**src/rtl/cla_add_arbiter.sv**
```systemverilog
// Round-robin front end that shares one pipelined 32-bit adder among N_REQ requesters.
// Optional macro CLA_ARB_OVF_EN adds signed-overflow tracking on rsp_ovf.
module cla_add_arbiter #(
    parameter int N_REQ      = 4,
    parameter int ADD_LAT    = 1,
    parameter int FIFO_DEPTH = 4
) (
    input  logic                     clk,
    input  logic                     rst,
    input  logic [N_REQ-1:0]         req_valid,
    output logic [N_REQ-1:0]         req_ready,
    input  logic [32*N_REQ-1:0]      req_a,
    input  logic [32*N_REQ-1:0]      req_b,
    input  logic [N_REQ-1:0]         req_cin,
    output logic [31:0]              add_a,
    output logic [31:0]              add_b,
    output logic                     add_cin,
    input  logic [31:0]              add_s,
    input  logic                     add_cout,
    output logic                     rsp_valid,
    input  logic                     rsp_ready,
    output logic [$clog2(N_REQ)-1:0] rsp_id,
    output logic [31:0]              rsp_sum,
    output logic                     rsp_cout,
    output logic                     rsp_ovf
);
    localparam int ID_W  = $clog2(N_REQ);
    localparam int PTR_W = (FIFO_DEPTH > 1) ? $clog2(FIFO_DEPTH) : 1;
    localparam int OCC_W = $clog2(FIFO_DEPTH + 1);

    logic [ID_W-1:0]  ptr_reg;
    logic [OCC_W-1:0] occ_reg;
    logic [ID_W-1:0]  grant_id;
    logic             grant_found;
    logic [ID_W:0]    scan_sum;
    logic [ID_W-1:0]  scan_id;
    logic             full;
    logic             accept;
    logic             pop;
    logic [31:0]      sel_a;
    logic [31:0]      sel_b;
    logic             sel_cin;

    // Scan upward from the pointer, wrapping at N_REQ (which need not be a power of two).
    always_comb begin
        grant_id    = '0;
        grant_found = 1'b0;
        scan_sum    = '0;
        scan_id     = '0;
        for (int k = 0; k < N_REQ; k++) begin
            scan_sum = {1'b0, ptr_reg} + (ID_W+1)'(k);
            if (scan_sum >= (ID_W+1)'(N_REQ)) begin
                scan_sum = scan_sum - (ID_W+1)'(N_REQ);
            end
            scan_id = scan_sum[ID_W-1:0];
            if (!grant_found && req_valid[scan_id]) begin
                grant_found = 1'b1;
                grant_id    = scan_id;
            end
        end
    end

    assign full = (occ_reg == OCC_W'(FIFO_DEPTH));

    always_comb begin
        req_ready = '0;
        if (!rst && !full && grant_found) begin
            req_ready[grant_id] = 1'b1;
        end
    end

    assign accept  = |req_ready;
    assign pop     = rsp_valid & rsp_ready;
    assign sel_a   = req_a[32*grant_id +: 32];
    assign sel_b   = req_b[32*grant_id +: 32];
    assign sel_cin = req_cin[grant_id];

    always_ff @(posedge clk) begin
        if (rst) begin
            ptr_reg <= '0;
            occ_reg <= '0;
            add_a   <= '0;
            add_b   <= '0;
            add_cin <= 1'b0;
        end else begin
            if (accept) begin
                add_a   <= sel_a;
                add_b   <= sel_b;
                add_cin <= sel_cin;
                ptr_reg <= (grant_id == ID_W'(N_REQ - 1)) ? '0 : grant_id + 1'b1;
            end
            case ({accept, pop})
                2'b10:   occ_reg <= occ_reg + 1'b1;
                2'b01:   occ_reg <= occ_reg - 1'b1;
                default: occ_reg <= occ_reg;
            endcase
        end
    end

    // Tag pipeline: stage 0 lines up with add_a/add_b, the tail with add_s.
    genvar gi;
    generate
        for (gi = 0; gi <= ADD_LAT; gi++) begin : g_tag
            logic            valid_reg;
            logic [ID_W-1:0] id_reg;
`ifdef CLA_ARB_OVF_EN
            logic            sa_reg;
            logic            sb_reg;
`endif
            if (gi == 0) begin : g_head
                always_ff @(posedge clk) begin
                    if (rst) valid_reg <= 1'b0;
                    else     valid_reg <= accept;
                    id_reg <= grant_id;
`ifdef CLA_ARB_OVF_EN
                    sa_reg <= sel_a[31];
                    sb_reg <= sel_b[31];
`endif
                end
            end else begin : g_shift
                always_ff @(posedge clk) begin
                    if (rst) valid_reg <= 1'b0;
                    else     valid_reg <= g_tag[gi-1].valid_reg;
                    id_reg <= g_tag[gi-1].id_reg;
`ifdef CLA_ARB_OVF_EN
                    sa_reg <= g_tag[gi-1].sa_reg;
                    sb_reg <= g_tag[gi-1].sb_reg;
`endif
                end
            end
        end
    endgenerate

    logic            capture;
    logic [ID_W-1:0] tail_id;
    assign capture = g_tag[ADD_LAT].valid_reg;
    assign tail_id = g_tag[ADD_LAT].id_reg;

    logic [ID_W-1:0]  fifo_id_mem   [FIFO_DEPTH];
    logic [31:0]      fifo_sum_mem  [FIFO_DEPTH];
    logic             fifo_cout_mem [FIFO_DEPTH];
    logic [PTR_W-1:0] wr_ptr_reg;
    logic [PTR_W-1:0] rd_ptr_reg;
    logic [OCC_W-1:0] fifo_cnt_reg;

`ifdef CLA_ARB_OVF_EN
    logic fifo_ovf_mem [FIFO_DEPTH];
    logic cap_ovf;
    assign cap_ovf = (g_tag[ADD_LAT].sa_reg == g_tag[ADD_LAT].sb_reg)
                   & (add_s[31] != g_tag[ADD_LAT].sa_reg);
`endif

    always_ff @(posedge clk) begin
        if (capture) begin
            fifo_id_mem[wr_ptr_reg]   <= tail_id;
            fifo_sum_mem[wr_ptr_reg]  <= add_s;
            fifo_cout_mem[wr_ptr_reg] <= add_cout;
`ifdef CLA_ARB_OVF_EN
            fifo_ovf_mem[wr_ptr_reg]  <= cap_ovf;
`endif
        end
    end

    // Occupancy already counts in-flight ops, so capture never finds the FIFO full.
    always_ff @(posedge clk) begin
        if (rst) begin
            wr_ptr_reg   <= '0;
            rd_ptr_reg   <= '0;
            fifo_cnt_reg <= '0;
        end else begin
            if (capture) begin
                wr_ptr_reg <= (wr_ptr_reg == PTR_W'(FIFO_DEPTH - 1)) ? '0 : wr_ptr_reg + 1'b1;
            end
            if (pop) begin
                rd_ptr_reg <= (rd_ptr_reg == PTR_W'(FIFO_DEPTH - 1)) ? '0 : rd_ptr_reg + 1'b1;
            end
            case ({capture, pop})
                2'b10:   fifo_cnt_reg <= fifo_cnt_reg + 1'b1;
                2'b01:   fifo_cnt_reg <= fifo_cnt_reg - 1'b1;
                default: fifo_cnt_reg <= fifo_cnt_reg;
            endcase
        end
    end

    // Head fields read as zero whenever the FIFO is empty, including after reset.
    assign rsp_valid = (fifo_cnt_reg != '0);
    assign rsp_id    = rsp_valid ? fifo_id_mem[rd_ptr_reg]   : '0;
    assign rsp_sum   = rsp_valid ? fifo_sum_mem[rd_ptr_reg]  : '0;
    assign rsp_cout  = rsp_valid ? fifo_cout_mem[rd_ptr_reg] : 1'b0;
`ifdef CLA_ARB_OVF_EN
    assign rsp_ovf   = rsp_valid ? fifo_ovf_mem[rd_ptr_reg]  : 1'b0;
`else
    assign rsp_ovf   = 1'b0;
`endif
endmodule

```
**config.mk**
```make
export PLATFORM = sky130hd
export DESIGN_NAME = cla_add_arbiter
export DESIGN_NICKNAME = d
export VERILOG_FILES = /design/src/rtl/cla_add_arbiter.sv
export SDC_FILE = /design/constraint.sdc
export NUM_CORES = 1
export LEC_CHECK = 0
export BUFFER_PORTS_ARGS = -buffer_cell sky130_fd_sc_hd__buf_4
export CORE_ASPECT_RATIO = 0.7
export CORE_MARGIN = 1
export CORE_UTILIZATION = 35
export DETAILED_ROUTE_END_ITERATION = 10
export SLEW_MARGIN = 20
export SYNTH_ARGS = -nofsm -noshare
export SYNTH_HDL_FRONTEND = slang
export SYNTH_SLANG_ARGS = --single-unit
```
**constraint.sdc**
```tcl
create_clock -name clk -period 4.8 [get_ports clk]
set_input_delay 0.24 -clock clk [delete_from_list [all_inputs] [get_ports clk]]
set_output_delay 0.24 -clock clk [all_outputs]
set_load 0.02 [all_outputs]
```
==> metrics.yaml, run 1 <==
grt_pass1_vias: 8831
ios: 406
setup_viol: 0
max-cap-violations: 0
start_util_pct: 35.95
crit_start: "ptr_reg[0]$_SDFFE_PP0P_"
die_w_um: 212.9
timing.hold.ws_ns: 0.03301
synth_simple_gate_area_share_pct: 7.051
cts_made_buffers: 24
ys_top_cells_by_count: "edfxtp_1 (140), dfxtp_1 (85), inv_1 (78)"
slew_viol_final: 0
clock.fmax_ghz: 0.2823
cts.clk_slew.worst_paths_ns: 0.06
synth-xor-area-share_pct: 0.3215
crit_path_max_incr_delay_ns: 0.47
synth_edf_count: 140
endpoint: "occ_reg[2]$_SDFFE_PP0P_"
drtAntennaViolNets: 0
status: "finished clean"
syn_area_sq_um: 10900
p_leak_nw: 6.124
cts_resized: 0
final_util_pct: 50.92
worst-endpoint-required_ns: 5.25
cp.arrival_ns: 3.99
hold_viol: 0
drc: 0
seq_area_frac_synth_pct: 54.20
cts_num_sinks: 225
max-slew-margin-rel_pct: 30.60
async_flop_share_pct: 0
largest_register: "fifo_sum_mem"
antenna_found_initial: 3
synth_top_cell_area_share_pct: 38.59
yosysMostFrequentCell: "edfxtp_1"
grt_overflow: 0
synth-main-ff-cell: "edfxtp_1"
synth_area_leaders: "edfxtp_1 (39%), dfxtp_1 (16%), mux4_2 (7.2%)"
rsz0062_at_grt: "false"
critical_path_class: "reg2reg"
area_delta_synth_final_pct: 41.63
pwr-share-comb_pct: 41.9
clk_path_buf_depth: 3
die_area_sq_um: 31850
period_share_pct: 73.79
cts_tree: "built"
clk_latency_ns: 0.52
grt_max_degree: 68
synth-adder-area-share_pct: 1.286
cp_slowest_cell: "or3_1"
r2r_cells: 13
hold_class: "in2reg"
rr_endpoint: "occ_reg[2]$_SDFFE_PP0P_"
viasPerCell: 5.094
synthMuxAreaShare_pct: 13.49
drive_gt1_share_pct: 43.42
p_seq_share_pct: 33.0
grt_pass1_wl_mm: 53.48
nFillCells: 2701
post-route-min-period_ns: 3.542
max-vdd-ir-drop_uv: 342.2
timing.rr.start: "ptr_reg[0]$_SDFFE_PP0P_"
num_rows: 53
skew_ns: 0.01153
p_clk_share_pct: 25.1
synth_top_family_by_area: "compound AO/OA/AOI/OAI gates"
multi_input_comb_area_sq_um: 4359
cp_max_fo: 6
drt-initial-drc-count: 455
dr.pass1.iters: 7
finalPower_mw: 7.777
synth_nets: 1163
synth_compound_area_share_pct: 17.37
dieHeight_um: 149.6
ys_seq_elements: 225
dp_hpwl_mm: 25.03
finalSetupTns_ns: 0
synthesis.instances: 853
synth_area_per_cell_sq_um: 12.77
coreArea_sq_um: 30310
yosys_warnings: 0
synth.distinct_cells: 40
swShare_pct: 36.63
end_kind: "flop"
reg_top3: "fifo_sum_mem x128, add_a x32, add_b x32"
routedWlPerCell_um: 21.17
seq_area_sq_um: 5907
root_buffer: "clkbuf_16"
port_buffers: 404
route.vias.total: 8614
final_nets: 1568
worstSetupStartpointType: "flop"
place_congestion: 0.8921
p_per_area_nw_per_um2: 504.0
switchingPower_mw: 2.849
htreeDepth: 1
worst_pin_slew_ns: 1.041
intPower_mw: 4.929
path_cells: "nor2b_1 -> nor4b_1 -> nor2_1 -> inv_1 -> ha_1 -> or3_1 -> o21ai_1 -> ha_1 -> inv_1 -> fa_1 -> xor2_1 -> or3_1 -> a21oi_1"
reg2reg_setup_slack_ns: 1.26
postRouteWirelength_mm: 35.80
yosysTopAreaCell: "edfxtp_1"
largest_register_ffs: 128
grtUsageTotal_pct: 22.35
how the worst min path moves through the flow:
| stage | depth (start not counted) | endpoint | start |
|---|---|---|---|
| floorplan | 0 | g_tag[1].id_reg[0]$_DFF_P_ | g_tag[0].id_reg[0]$_DFF_P_ |
| global placement | 0 | g_tag[1].id_reg[0]$_DFF_P_ | g_tag[0].id_reg[0]$_DFF_P_ |
| detailed placement | 0 | g_tag[1].id_reg[0]$_DFF_P_ | g_tag[0].id_reg[0]$_DFF_P_ |
| CTS | 3 | add_b[6]$_SDFFE_PP0P_ | req_b[38] |
| global route | 3 | add_b[6]$_SDFFE_PP0P_ | req_b[38] |
| finish | 3 | add_b[19]$_SDFFE_PP0P_ | req_b[51] |
layout by cell type, fill, tap and decap left out, drive strengths merged, types with 2 or more instances in the layout:
cell / instances
nor3: 4
nand3: 66
clkbuf: 31
diode: 3
or3: 4
ha: 8
clkinvlp: 4
mux2i: 67
clkinv: 4
o21ai: 69
dfxtp: 85
nor2b: 6
xor2: 4
o221ai: 65
edfxtp: 140
nor2: 15
a21oi: 6
buf: 422
fa: 2
and2: 40
a211o: 66
nand2: 3
mux4: 35
dlygate4sd3: 34
and3: 2
inv: 80
bufinv: 4
critical path: cells and delay by family (launching register included):
kind | cells | cell delay (ns)
buffers and inverters | 2 | 0.15
XOR/XNOR | 1 | 0.16
AO/OA/AOI/OAI | 2 | 0.46
flip-flops | 1 | 0.35
AND/OR/NAND/NOR | 5 | 1.54
adder cells (fa/ha/maj) | 3 | 0.81
power groups by stage:
stage | clock network [mW] | registers [mW] | logic [mW]
2_1_floorplan | 0 | 2.80 | 1.79
3_3_place_gp | 0 | 2.60 | 3.24
3_5_place_dp | 0 | 2.61 | 3.26
4_1_cts | 2.00 | 2.57 | 3.29
5_1_grt | 2.06 | 2.61 | 3.50
6_report | 1.95 | 2.57 | 3.26
kinds of logic after synthesis:
logic type,after synthesis
flip-flops,225
AND/OR/NAND/NOR,142
buffers and inverters,156
multiplexers,103
other,1
AO/OA/AOI/OAI,212
adder cells (fa/ha/maj),10
XOR/XNOR,4
stage by stage:
stage          setup WS, ns  cell area, sq um  std cells
4_1_cts               1.285             15420       1688
2_1_floorplan         1.650             10900        853
5_1_grt               1.031             15430       1691
3_5_place_dp          1.285             14260       1610
6_report              1.258             15430       1691
3_3_place_gp          1.332             14260       1610
cell type report:
class / instances / share of cell area, %
flip-flops and latches: 225 / 38.28
multi-input cells: 472 / 28.25
repair buffers: 456 / 22.82
clock buffers: 31 / 4.200
well taps: 412 / 3.341
inverters: 79 / 1.922
clock inverters: 13 / 1.143
diodes: 3 / 0.04865
what timing repair did:
item	4_1_cts	5_1_grt
hold endpoints to repair	135	0
setup buffers	0	0
hold buffers	34	0
metal layers:
metal	vias to the layer above	track usage [%]	part of all wire, %
li1	4069	-	-
met1	4211	29.59	43
met2	289	36.78	49
met3	45	4.701	6.1
met4	0	6.547	2.1
met5	-	0	0
No activity file was read; power rests on OpenSTA's default activity.
==> inputs of run 2 (changes only) <==
- clock period: 4.8 -> 3 ns (I/O delays scaled with it)
==> run 2 against run 1 <==
Compared with the run above: core utilization increased by 4.4 points; global-route usage is 0.21 points lower; count of clock-buffer cells in the layout down 4; largest power group unchanged; sequential share of layout area down 3.1 points; worst setup slack worse by 1.1 ns.
==> metrics.yaml, run 2 (synthesis gave the netlist of run 1 again) <==
p_leak_nw: 6.701  # was 6.124 nW
htreeDepth: 1  # unchanged
hold_class: "in2reg"  # unchanged
finalPower_mw: 12.52  # was 7.777 mW
critical_path_class: "reg2reg"  # unchanged
num_rows: 53  # unchanged
worstSetupStartpointType: "flop"  # unchanged
drc: 0  # unchanged
final_common_cell: "buf_4"  # unchanged
ios: 406  # unchanged
cp.arrival_ns: 3.25  # was 3.99 ns
route.vias.total: 9216  # was 8614
die_area_sq_um: 31850  # unchanged
drive_gt1_share_pct: 40.85  # was 43.42%
final_nets: 1703  # was 1568
grt_overflow: 0  # unchanged
grtUsageTotal_pct: 22.14  # was 22.35%
cts_made_buffers: 23  # was 24
slew_viol_final: 0  # unchanged
clk_latency_ns: 0.51  # was 0.52 ns
worst_pin_slew_ns: 0.6900  # was 1.041 ns
coreArea_sq_um: 30310  # unchanged
finalNonFillerCells: 1827  # was 1691
root_buffer: "clkbuf_16"  # unchanged
clock.fmax_ghz: 0.3499  # was 0.2823 GHz
dp.cells: 1619  # was 1610
cts.clk_slew.worst_paths_ns: 0.07  # was 0.06 ns
worst-endpoint-required_ns: 3.40  # was 5.25 ns
end_kind: "flop"  # unchanged
antenna_found_initial: 5  # was 3
dr.pass1.iters: 5  # was 7
dieHeight_um: 149.6  # unchanged
place_congestion: 0.8416  # was 0.8921
drt-initial-drc-count: 480  # was 455
drtAntennaViolNets: 0  # unchanged
routedWlPerCell_um: 19.44  # was 21.17 um
die_w_um: 212.9  # unchanged
largest_register: "fifo_sum_mem"  # unchanged
status: "finished clean"  # unchanged
cts_num_sinks: 225  # unchanged
postRouteWirelength_mm: 35.52  # was 35.80 mm
hold_viol: 0  # unchanged
finalSetupTns_ns: 0  # unchanged
reg_top3: "fifo_sum_mem x128, add_a x32, add_b x32"  # unchanged
cts_tree: "built"  # unchanged
mostFrequentLayoutCells: "buf_4 (430), dlygate4sd3_1 (153), edfxtp_1 (140), dfxtp_1 (82), inv_1 (78)"  # was buf_4 (421), edfxtp_1 (140), dfxtp_1 (84), inv_1 (78), o21ai_0 (68)
port_buffers: 404  # unchanged
cp_max_fo: 65  # was 6
grt_max_degree: 66  # was 68
min_path_cells: 3  # unchanged
rsz0062_at_grt: "false"  # unchanged
post-route-min-period_ns: 2.858  # was 3.542 ns
final_util_pct: 55.36  # was 50.92%
skew_ns: 0.01328  # was 0.01153 ns
max-cap-violations: 0  # unchanged
timing.hold.ws_ns: 0.009976  # was 0.03301 ns
dp_hpwl_mm: 24.50  # was 25.03 mm
reg2reg_setup_slack_ns: 0.14  # was 1.26 ns
grt_pass1_wl_mm: 53.95  # was 53.48 mm
viasPerCell: 5.044  # was 5.094
max-vdd-ir-drop_uv: 432.3  # was 342.2 uV
setup_viol: 0  # unchanged
grt_pass1_vias: 9570  # was 8831
start_util_pct: 35.95  # unchanged
period_share_pct: 95.26  # was 73.79%
r2r_cells: 10  # was 13
area_delta_synth_final_pct: 53.98  # was 41.63%
clk_path_buf_depth: 3  # unchanged
p_per_area_nw_per_um2: 746.2  # was 504.0 nW/um^2
largest_register_ffs: 128  # unchanged
max-slew-margin-rel_pct: 54.00  # was 30.60%
run 2: cell count changes in the layout (fill, tap and decap cells not counted), sizes merged:
cell	before	now
inv	80	79
buf	422	439
bufinv	4	2
clkinv	4	9
diode	3	5
clkbuf	31	27
dlygate4sd3	34	153
run 2: repair_timing:
action	4_1_cts	5_1_grt
gates resized for setup	0	5
endpoints found under the hold margin	207	0
endpoints found under the setup margin	0	39
hold buffers	153	0
buffers inserted	0	8
run 2: through the flow:
step / cell area [sq um] / worst slack, ns
2_1_floorplan: 10920 / 0.007100
3_3_place_gp: 14440 / 0.07830
3_5_place_dp: 14440 / 0.03011
4_1_cts: 16690 / 0.01393
5_1_grt: 16780 / 0.009268
6_report: 16780 / 0.1421
run 2: critical path, cell delays in order, from the launching register on:
cell and delay, ns:
dfxtp_2 0.37, nand2_1 0.11, a211oi_4 0.25, nor2_1 0.07, ha_1 0.19, or3_4 0.40
buf_4 0.16, nand3_4 0.08, buf_12 0.36, o221ai_2 0.14, dlygate4sd3_1 0.57
run 2: worst paths after layout:
check                             startpoint                    endpoint
hold reg to reg   g_tag[0].id_reg[0]$_DFF_P_  g_tag[1].id_reg[0]$_DFF_P_
hold / removal                     req_a[98]       add_a[2]$_SDFFE_PP0P_
setup / recovery     ptr_reg[1]$_SDFFE_PP0P_       add_a[5]$_SDFFE_PP0P_
setup reg to reg     ptr_reg[1]$_SDFFE_PP0P_       add_a[5]$_SDFFE_PP0P_
run 2: routing by layer:
metal,part of all wire (%),GRT usage (%)
met2,50,37.38
met4,4.1,10.72
met3,5.8,5.393
met5,0,0
met1,40,26.47
run 2: area by class of cell:
class	count	area, sq um
antenna	5	12.51
clock buffer	27	590.6
clock inverter	15	126.4
fill	2586	13530
inverter	79	297.8
multi-input combinational	472	4394
sequential	225	5909
tap	412	515.5
timing repair buffer	592	4931
run 2: report_power, final:
group          leakage [nW]  internal [mW]  switching (mW)
logic                  4.39           2.62            3.05
registers              1.97           3.81           0.289
clock network         0.339           1.58            1.17
